--- src/rtl/multicycle_control_fsm.sv ---
// Multi-cycle RV32I control unit: Moore FSM sequencing fetch/decode/execute over a shared
// datapath, with memory-ready stalls, optional access timeout and a retired-instruction counter.
module multicycle_control_fsm #(
    parameter int CNT_W       = 32,
    parameter int MEM_TIMEOUT = 0
) (
    input  logic             clk,
    input  logic             rst_n,
    input  logic [6:0]       opcode,
    input  logic             mem_ready,
    output logic             pc_update,
    output logic             branch,
    output logic             adr_src,
    output logic             mem_read,
    output logic             mem_write,
    output logic             ir_write,
    output logic [1:0]       result_src,
    output logic [1:0]       aluop,
    output logic [1:0]       alu_src_a,
    output logic [1:0]       alu_src_b,
    output logic             reg_write,
    output logic             illegal_op,
    output logic             mem_timeout,
    output logic [CNT_W-1:0] retired,
    output logic [3:0]       state_o
);

    typedef enum logic [3:0] {
        S_FETCH    = 4'd0,
        S_DECODE   = 4'd1,
        S_MEMADR   = 4'd2,
        S_MEMREAD  = 4'd3,
        S_MEMWB    = 4'd4,
        S_MEMWRITE = 4'd5,
        S_EXEC_R   = 4'd6,
        S_EXEC_I   = 4'd7,
        S_ALUWB    = 4'd8,
        S_BEQ      = 4'd9,
        S_JAL      = 4'd10,
        S_ILLEGAL  = 4'd11
    } state_t;

    localparam logic [6:0] OP_LOAD  = 7'b0000011;
    localparam logic [6:0] OP_STORE = 7'b0100011;
    localparam logic [6:0] OP_R     = 7'b0110011;
    localparam logic [6:0] OP_I     = 7'b0010011;
    localparam logic [6:0] OP_BEQ   = 7'b1100011;
    localparam logic [6:0] OP_JAL   = 7'b1101111;

    // The abort fires on the edge that would make the wait count equal MEM_TIMEOUT.
    localparam logic        TO_EN  = (MEM_TIMEOUT > 0) ? 1'b1 : 1'b0;
    localparam logic [15:0] TO_LIM = (MEM_TIMEOUT > 0) ? 16'(MEM_TIMEOUT - 1) : 16'd0;

    state_t            state_r;
    state_t            state_next_s;
    logic [15:0]       wait_cnt_r;
    logic [CNT_W-1:0]  retired_r;
    logic              mem_timeout_r;
    logic              wait_state_s;
    logic              timeout_hit_s;
    logic              retire_s;

    assign wait_state_s  = (state_r == S_FETCH) || (state_r == S_MEMREAD) || (state_r == S_MEMWRITE);
    assign timeout_hit_s = TO_EN && wait_state_s && !mem_ready && (wait_cnt_r == TO_LIM);

    // Next-state and retire decision
    always_comb begin
        state_next_s = state_r;
        retire_s     = 1'b0;
        case (state_r)
            S_FETCH: begin
                if (mem_ready) state_next_s = S_DECODE;
                else           state_next_s = S_FETCH;
            end
            S_DECODE: begin
                case (opcode)
                    OP_LOAD, OP_STORE: state_next_s = S_MEMADR;
                    OP_R:              state_next_s = S_EXEC_R;
                    OP_I:              state_next_s = S_EXEC_I;
                    OP_BEQ:            state_next_s = S_BEQ;
                    OP_JAL:            state_next_s = S_JAL;
                    default:           state_next_s = S_ILLEGAL;
                endcase
            end
            S_MEMADR: begin
                if (opcode == OP_LOAD) state_next_s = S_MEMREAD;
                else                   state_next_s = S_MEMWRITE;
            end
            S_MEMREAD: begin
                if (mem_ready) state_next_s = S_MEMWB;
                else           state_next_s = S_MEMREAD;
            end
            S_MEMWB: begin
                state_next_s = S_FETCH;
                retire_s     = 1'b1;
            end
            S_MEMWRITE: begin
                if (mem_ready) begin
                    state_next_s = S_FETCH;
                    retire_s     = 1'b1;
                end else begin
                    state_next_s = S_MEMWRITE;
                end
            end
            S_EXEC_R:  state_next_s = S_ALUWB;
            S_EXEC_I:  state_next_s = S_ALUWB;
            S_ALUWB: begin
                state_next_s = S_FETCH;
                retire_s     = 1'b1;
            end
            S_BEQ: begin
                state_next_s = S_FETCH;
                retire_s     = 1'b1;
            end
            S_JAL:     state_next_s = S_ALUWB;
            S_ILLEGAL: state_next_s = S_FETCH;
            default:   state_next_s = S_FETCH;
        endcase
        if (timeout_hit_s) begin
            state_next_s = S_FETCH;
            retire_s     = 1'b0;
        end else begin
            state_next_s = state_next_s;
        end
    end

    // State register, wait counter, retire counter and timeout pulse
    always_ff @(posedge clk or negedge rst_n) begin
        if (!rst_n) begin
            state_r       <= S_FETCH;
            wait_cnt_r    <= 16'd0;
            retired_r     <= {CNT_W{1'b0}};
            mem_timeout_r <= 1'b0;
        end else begin
            state_r       <= state_next_s;
            mem_timeout_r <= timeout_hit_s;
            if (timeout_hit_s || (state_next_s != state_r)) begin
                wait_cnt_r <= 16'd0;
            end else if (wait_state_s && !mem_ready && (wait_cnt_r != 16'hFFFF)) begin
                wait_cnt_r <= wait_cnt_r + 16'd1;
            end else begin
                wait_cnt_r <= wait_cnt_r;
            end
            if (retire_s) begin
                retired_r <= retired_r + {{(CNT_W-1){1'b0}}, 1'b1};
            end else begin
                retired_r <= retired_r;
            end
        end
    end

    // Moore output decode; held at zero while reset is asserted
    always_comb begin
        pc_update  = 1'b0;
        branch     = 1'b0;
        adr_src    = 1'b0;
        mem_read   = 1'b0;
        mem_write  = 1'b0;
        ir_write   = 1'b0;
        result_src = 2'b00;
        aluop      = 2'b00;
        alu_src_a  = 2'b00;
        alu_src_b  = 2'b00;
        reg_write  = 1'b0;
        illegal_op = 1'b0;
        if (!rst_n) begin
            pc_update = 1'b0;
        end else begin
            case (state_r)
                S_FETCH: begin
                    mem_read   = 1'b1;
                    alu_src_b  = 2'b10;
                    result_src = 2'b10;
                    ir_write   = mem_ready;
                    pc_update  = mem_ready;
                end
                S_DECODE: begin
                    alu_src_a = 2'b01;
                    alu_src_b = 2'b01;
                end
                S_MEMADR: begin
                    alu_src_a = 2'b10;
                    alu_src_b = 2'b01;
                end
                S_MEMREAD: begin
                    adr_src  = 1'b1;
                    mem_read = 1'b1;
                end
                S_MEMWB: begin
                    result_src = 2'b01;
                    reg_write  = 1'b1;
                end
                S_MEMWRITE: begin
                    adr_src   = 1'b1;
                    mem_write = 1'b1;
                end
                S_EXEC_R: begin
                    alu_src_a = 2'b10;
                    aluop     = 2'b10;
                end
                S_EXEC_I: begin
                    alu_src_a = 2'b10;
                    alu_src_b = 2'b01;
                    aluop     = 2'b10;
                end
                S_ALUWB:   reg_write = 1'b1;
                S_BEQ: begin
                    alu_src_a = 2'b10;
                    aluop     = 2'b01;
                    branch    = 1'b1;
                end
                S_JAL: begin
                    alu_src_a = 2'b01;
                    alu_src_b = 2'b10;
                    pc_update = 1'b1;
                end
                S_ILLEGAL: illegal_op = 1'b1;
                default:   illegal_op = 1'b0;
            endcase
        end
    end

    assign mem_timeout = mem_timeout_r;
    assign retired     = retired_r;
    assign state_o     = state_r;

endmodule

--- config.mk ---
export PLATFORM = sky130hd
export DESIGN_NAME = multicycle_control_fsm
export DESIGN_NICKNAME = d
export VERILOG_FILES = /design/src/rtl/multicycle_control_fsm.sv
export SDC_FILE = /design/constraint.sdc
export NUM_CORES = 1
export LEC_CHECK = 0
export ABC_CLOCK_PERIOD_IN_PS = 3850
export CORE_ASPECT_RATIO = 1.4
export CORE_MARGIN = 3
export CORE_UTILIZATION = 40
export DETAILED_ROUTE_END_ITERATION = 8
export PLACE_DENSITY = 0.8
export RECOVER_POWER = 50
export REMOVE_ABC_BUFFERS = 1
export SYNTH_ARGS = -nofsm -noshare
export SYNTH_HDL_FRONTEND = slang
export SYNTH_SLANG_ARGS = --single-unit
--- constraint.sdc ---
create_clock -name clk -period 3.85 [get_ports clk]
set_input_delay 0.77 -clock clk [delete_from_list [all_inputs] [get_ports clk]]
set_output_delay 0.77 -clock clk [all_outputs]
set_load 0.01 [all_outputs]
Yosys cells after proc, flatten, opt, wreduce, memory -nomap -nowiden
Cells that the tools add are included.
- eq/ne operators: 17
- add/sub/neg operators: 1
- multiplexer cells: 32
- reduce and logical (&&, ||, !) cells: 12
- operator list (operator ; number):
    adder 32 x 1 -> 32 bit (second input constant) ; 1
    case mux 4 bit (6 select lines) ; 1
    case mux 4 bit (5 select lines) ; 1
    2-to-1 mux 1 bit ; 17
    == test 4 x 3 -> 1 bit (second input constant) ; 4
    == test 4 bit (second input constant) ; 4
    case mux 2 bit (2 select lines) ; 4
    == test 7 x 6 -> 1 bit (second input constant) ; 2
    == test 7 bit (second input constant) ; 2
    OR reduction 2 bit ; 7
    2-to-1 mux 3 bit ; 3
    OR reduction 3 bit ; 3
    == test 4 x 2 -> 1 bit (second input constant) ; 2
    2-to-1 mux 2 bit ; 4
    == test 7 x 2 -> 1 bit (second input constant) ; 1
    == test 7 x 5 -> 1 bit (second input constant) ; 1
    == test 4 x 1 -> 1 bit (second input constant) ; 1
    logical NOT 4 bit ; 1
    case mux 1 bit (2 select lines) ; 2
    OR reduction 4 bit ; 1
- bits in registers: 36
- input port bits: 10

Logic depth before layout (Yosys ltp)
- depth after elaboration: 4
- depth in mapped cells: 6
- depth with buffers taken out: 5

Worst setup path after synthesis
OpenSTA, ideal clock, no wires.
- kind: input to output
- from: in rst_n
- to: out alu_src_b[1]
- path slack: 1409 ps
- required time: 3080 ps
- arrival time: 1671 ps
- path buffers: 1
- stages on the path: 3
- path through: clkbuf_1 > or3b_2 > a21oi_1
- word-level cells in the longest chain between the ends: 1
- ends and longest elaborated chain (what ; line ; RTL):
    from (decl) ; 8 ; input logic rst_n,
    2-to-1 mux 2 bit ; 166 ; if (!rst_n) begin
    to (decl) ; 20 ; output logic [1:0] alu_src_b,
No other way between the ends.

Final worst setup path
- from: in mem_ready
- to: reg retired_r[1] (netlist: retired[1])
- word-level cells in the longest chain between the ends: 2
- ends and longest elaborated chain (what ; line ; RTL):
    from (decl) ; 10 ; input logic mem_ready,
    2-to-1 mux 1 bit ; 98 ; if (mem_ready) begin
    case mux 1 bit (2 select lines) ; 70 ; case (state_r)
    to (signal assigned) ; 132 ; retired_r <= {CNT_W{1'b0}};
    to (signal assigned) ; 145 ; retired_r <= retired_r + {{(CNT_W-1){1'b0}}, 1'b1};
    to (signal assigned) ; 147 ; retired_r <= retired_r;
    to (decl) ; 57 ; logic [CNT_W-1:0] retired_r;
No other way between the ends.
A chain may end at the register's enable or synchronous reset.

==> flow_summary.json <==
{
  "powerDensity_nw_per_um2": 526,
  "grtUsageMet2": 0.288,
  "drt_iter0_markers": 73,
  "vias": 1906,
  "gr-usage-met3": 0.0383,
  "fin_nets": 298,
  "path_clk_slew_ns": 0.07,
  "clkSinkCount": 36,
  "synth_top_area_cell": "dfrtp_1",
  "crit_path_max_fanout": 31,
  "cts_root_buffer": "clkbuf_8",
  "r2r_end": "retired[1]",
  "clockBufferDepth": 2,
  "finalCritPeriodShare": 0.827,
  "drt_drc_violations_left": 0,
  "clock_skew_ns": 0.00532,
  "worst_path_max_delay_cell": "clkbuf_1",
  "numCtsBuffers": 5,
  "critPathTopFamily": "buffers and inverters",
  "netlist_instances": 234,
  "reg2reg_slack_ns": 1.00,
  "htree_num_levels": 2,
  "rsz0062_at_grt": "false",
  "rows": 31,
  "drv_cap": 2,
  "diodes": 0,
  "ys_types": 44,
  "crit_path_start_kind": "input port",
  "path_cells": "dlygate4sd3_1 -> nor2b_1 -> o21a_1 -> clkbuf_1 -> nor2_1 -> mux2_2",
  "p_total_uw": 1570,
  "synth-seq-cells": 36,
  "grt_max_degree": 37,
  "core_um2": 5310,
  "critPathLaunch": "mem_ready",
  "ctsHoldBuffers": 0,
  "synth_ff_type": "dfrtp_1",
  "fin_cells": 354,
  "overflow": 0,
  "critPathCapture": "retired[1]",
  "globalplace.congestion": 0.815,
  "hold_violations": 0,
  "yosysSeqAreaShare": 0.401,
  "tns_ns": 0,
  "dp_cells": 346,
  "grt_pass1_wl_mm": 8.45,
  "worst_pin_slew_ns": 1.86,
  "dieArea_um2": 6570,
  "cp.depth": 6,
  "antenna_left": 0,
  "period_needed_ns": 3.18,
  "setup_viol_count_final": 0,
  "peakVddDrop_mv": 0.281,
  "grt.busiest_layer": "met2",
  "initial_core_util": 0.423,
  "whs_ns": 0.460,
  "post_drt_wl_per_cell_um": 14.4,
  "cts_setup_buffers": 0,
  "min-delay-start": "retired[31]",
  "r2r-start": "state_o[3]",
  "antenna_found_initial": 0,
  "first_pass_iters": 4,
  "ff2ff_path_depth": 5,
  "path_class": "input port to flop",
  "synth_most_common_cell": "dfrtp_1",
  "cp_num_buf_inv": 2,
  "crit_required_ns": 4.03,
  "cts_tree": "yes",
  "yosysWarnings": 0,
  "yosys.area.top_type_share": 0.401,
  "hold_depth": 1,
  "netlist_top_cells_count": "dfrtp_1, xor2_1, nand2_1",
  "final_layout_size_suffix_gt1_frac": 0.0938,
  "track_usage": 0.159,
  "critPathMaxStageDelay_ns": 1.16,
  "max_freq_mhz": 314,
  "p_leak_uw": 0.000993,
  "chipWidth_um": 69.3,
  "io_buffers": 61,
  "synth_area_um2": 2250,
  "hold_path_class": "flop to flop",
  "ioPinCount": 63,
  "maxSlewViolCount": 69,
  "wl_mm": 5.10,
  "place_hpwl_mm": 3.74,
  "viasPerCell": 5.38,
  "async_reset_ff_frac": 1.00,
  "postLayoutCoreUtil": 0.561,
  "critical_path_arrival_ns": 3.36,
  "clkLatencyLatePin_ns": 0.29,
  "synth_edf_count": 0,
  "avgSynthCellArea_um2": 9.60,
  "status": "complete, but fails checks",
  "cts-resized-gates": 0,
  "use_met1": 0.179,
  "synthTopCellsByArea": "dfrtp_1, xor2_1, nor4_2",
  "violations": "capacitance limit, slew limit",
  "dieHeight_um": 94.7,
  "grt_pass1_vias": 1812,
  "slew_headroom": -0.239,
  "syn_to_final_growth_pct": 32.6,
  "end_kind": "flop"
}
registers in the layout, summed over array words and instances, names as in the netlist:
register / flops
retired: 32
state_o: 4
cells by family (layout without fill, tap and decap cells):
group	after synthesis	after routing	share of synthesized area
AND/OR/NAND/NOR	122	122	0.351
other	1	1	0.00167
multiplexers	3	3	0.0139
buffers and inverters	21	75	0.0496
AO/OA/AOI/OAI	17	17	0.0484
XOR/XNOR	33	33	0.129
flip-flops	36	36	0.401
adder cells (fa/ha/maj)	1	1	0.00557
layer usage:
metal / part of all wire / routed length [µm]
met1: 0.41 / 2100
met2: 0.52 / 2660
met3: 0.048 / 245
met4: 0.018 / 93
met5: 0 / 0
worst min-delay path by stage:
stage / to / slack [ns]
2_1_floorplan: retired[0] / 0.47
3_3_place_gp: retired[31] / 0.46
3_5_place_dp: retired[31] / 0.46
4_1_cts: retired[31] / 0.47
5_1_grt: retired[24] / 0.51
6_report: retired[31] / 0.46
per-stage QoR:
stage | area [µm²] | setup slack, ns
2_1_floorplan | 2140 | 1.46
3_3_place_gp | 2860 | 0.948
3_5_place_dp | 2860 | 0.934
4_1_cts | 2990 | 0.856
5_1_grt | 2980 | 0.538
6_report | 2980 | 0.667
worst register-to-register path, stage by stage, from the launching register on:
cell	delay (ns)
dfrtp_1	0.58
nand2b_1	0.29
o21a_1	0.16
clkbuf_1	1.16
nor2_1	0.20
mux2_2	0.35
area by class of cell:
cell class                      instances  area [µm²]
Fill cell                             471        2330
Multi-Input combinational cell        177        1230
Sequential cell                        36         901
Timing Repair Buffer                   65         627
Clock buffer                            7        96.3
Tap cell                               66        82.6
Clock inverter                          1        30.0
Inverter                                2        7.51
cells in the final DEF (no fill, tap or decap), types with 3 or more instances in the layout:
cell type	instances
nand3_1	12
nor4_1	9
nor4b_1	5
nor4_2	8
clkbuf_1	3
nor3b_1	5
dfrtp_1	36
and3_1	3
dlygate4sd3_1	21
and2_1	3
nor2b_1	4
and4_1	3
xor2_1	32
clkdlybuf4s50_1	39
nand2_1	22
nand4_1	7
nor3_1	10
clkbuf_8	7
or3_1	4
nor2_1	12
a21oi_1	7
nand2b_1	5
report_power, final:
| group | leakage, µW | internal [µW] | switching (µW) |
|---|---|---|---|
| sequential | 0.000372 | 432 | 143 |
| clock | 0.0000645 | 228 | 136 |
| combinational | 0.000556 | 313 | 315 |
No activity file was read; power rests on OpenSTA's default activity.
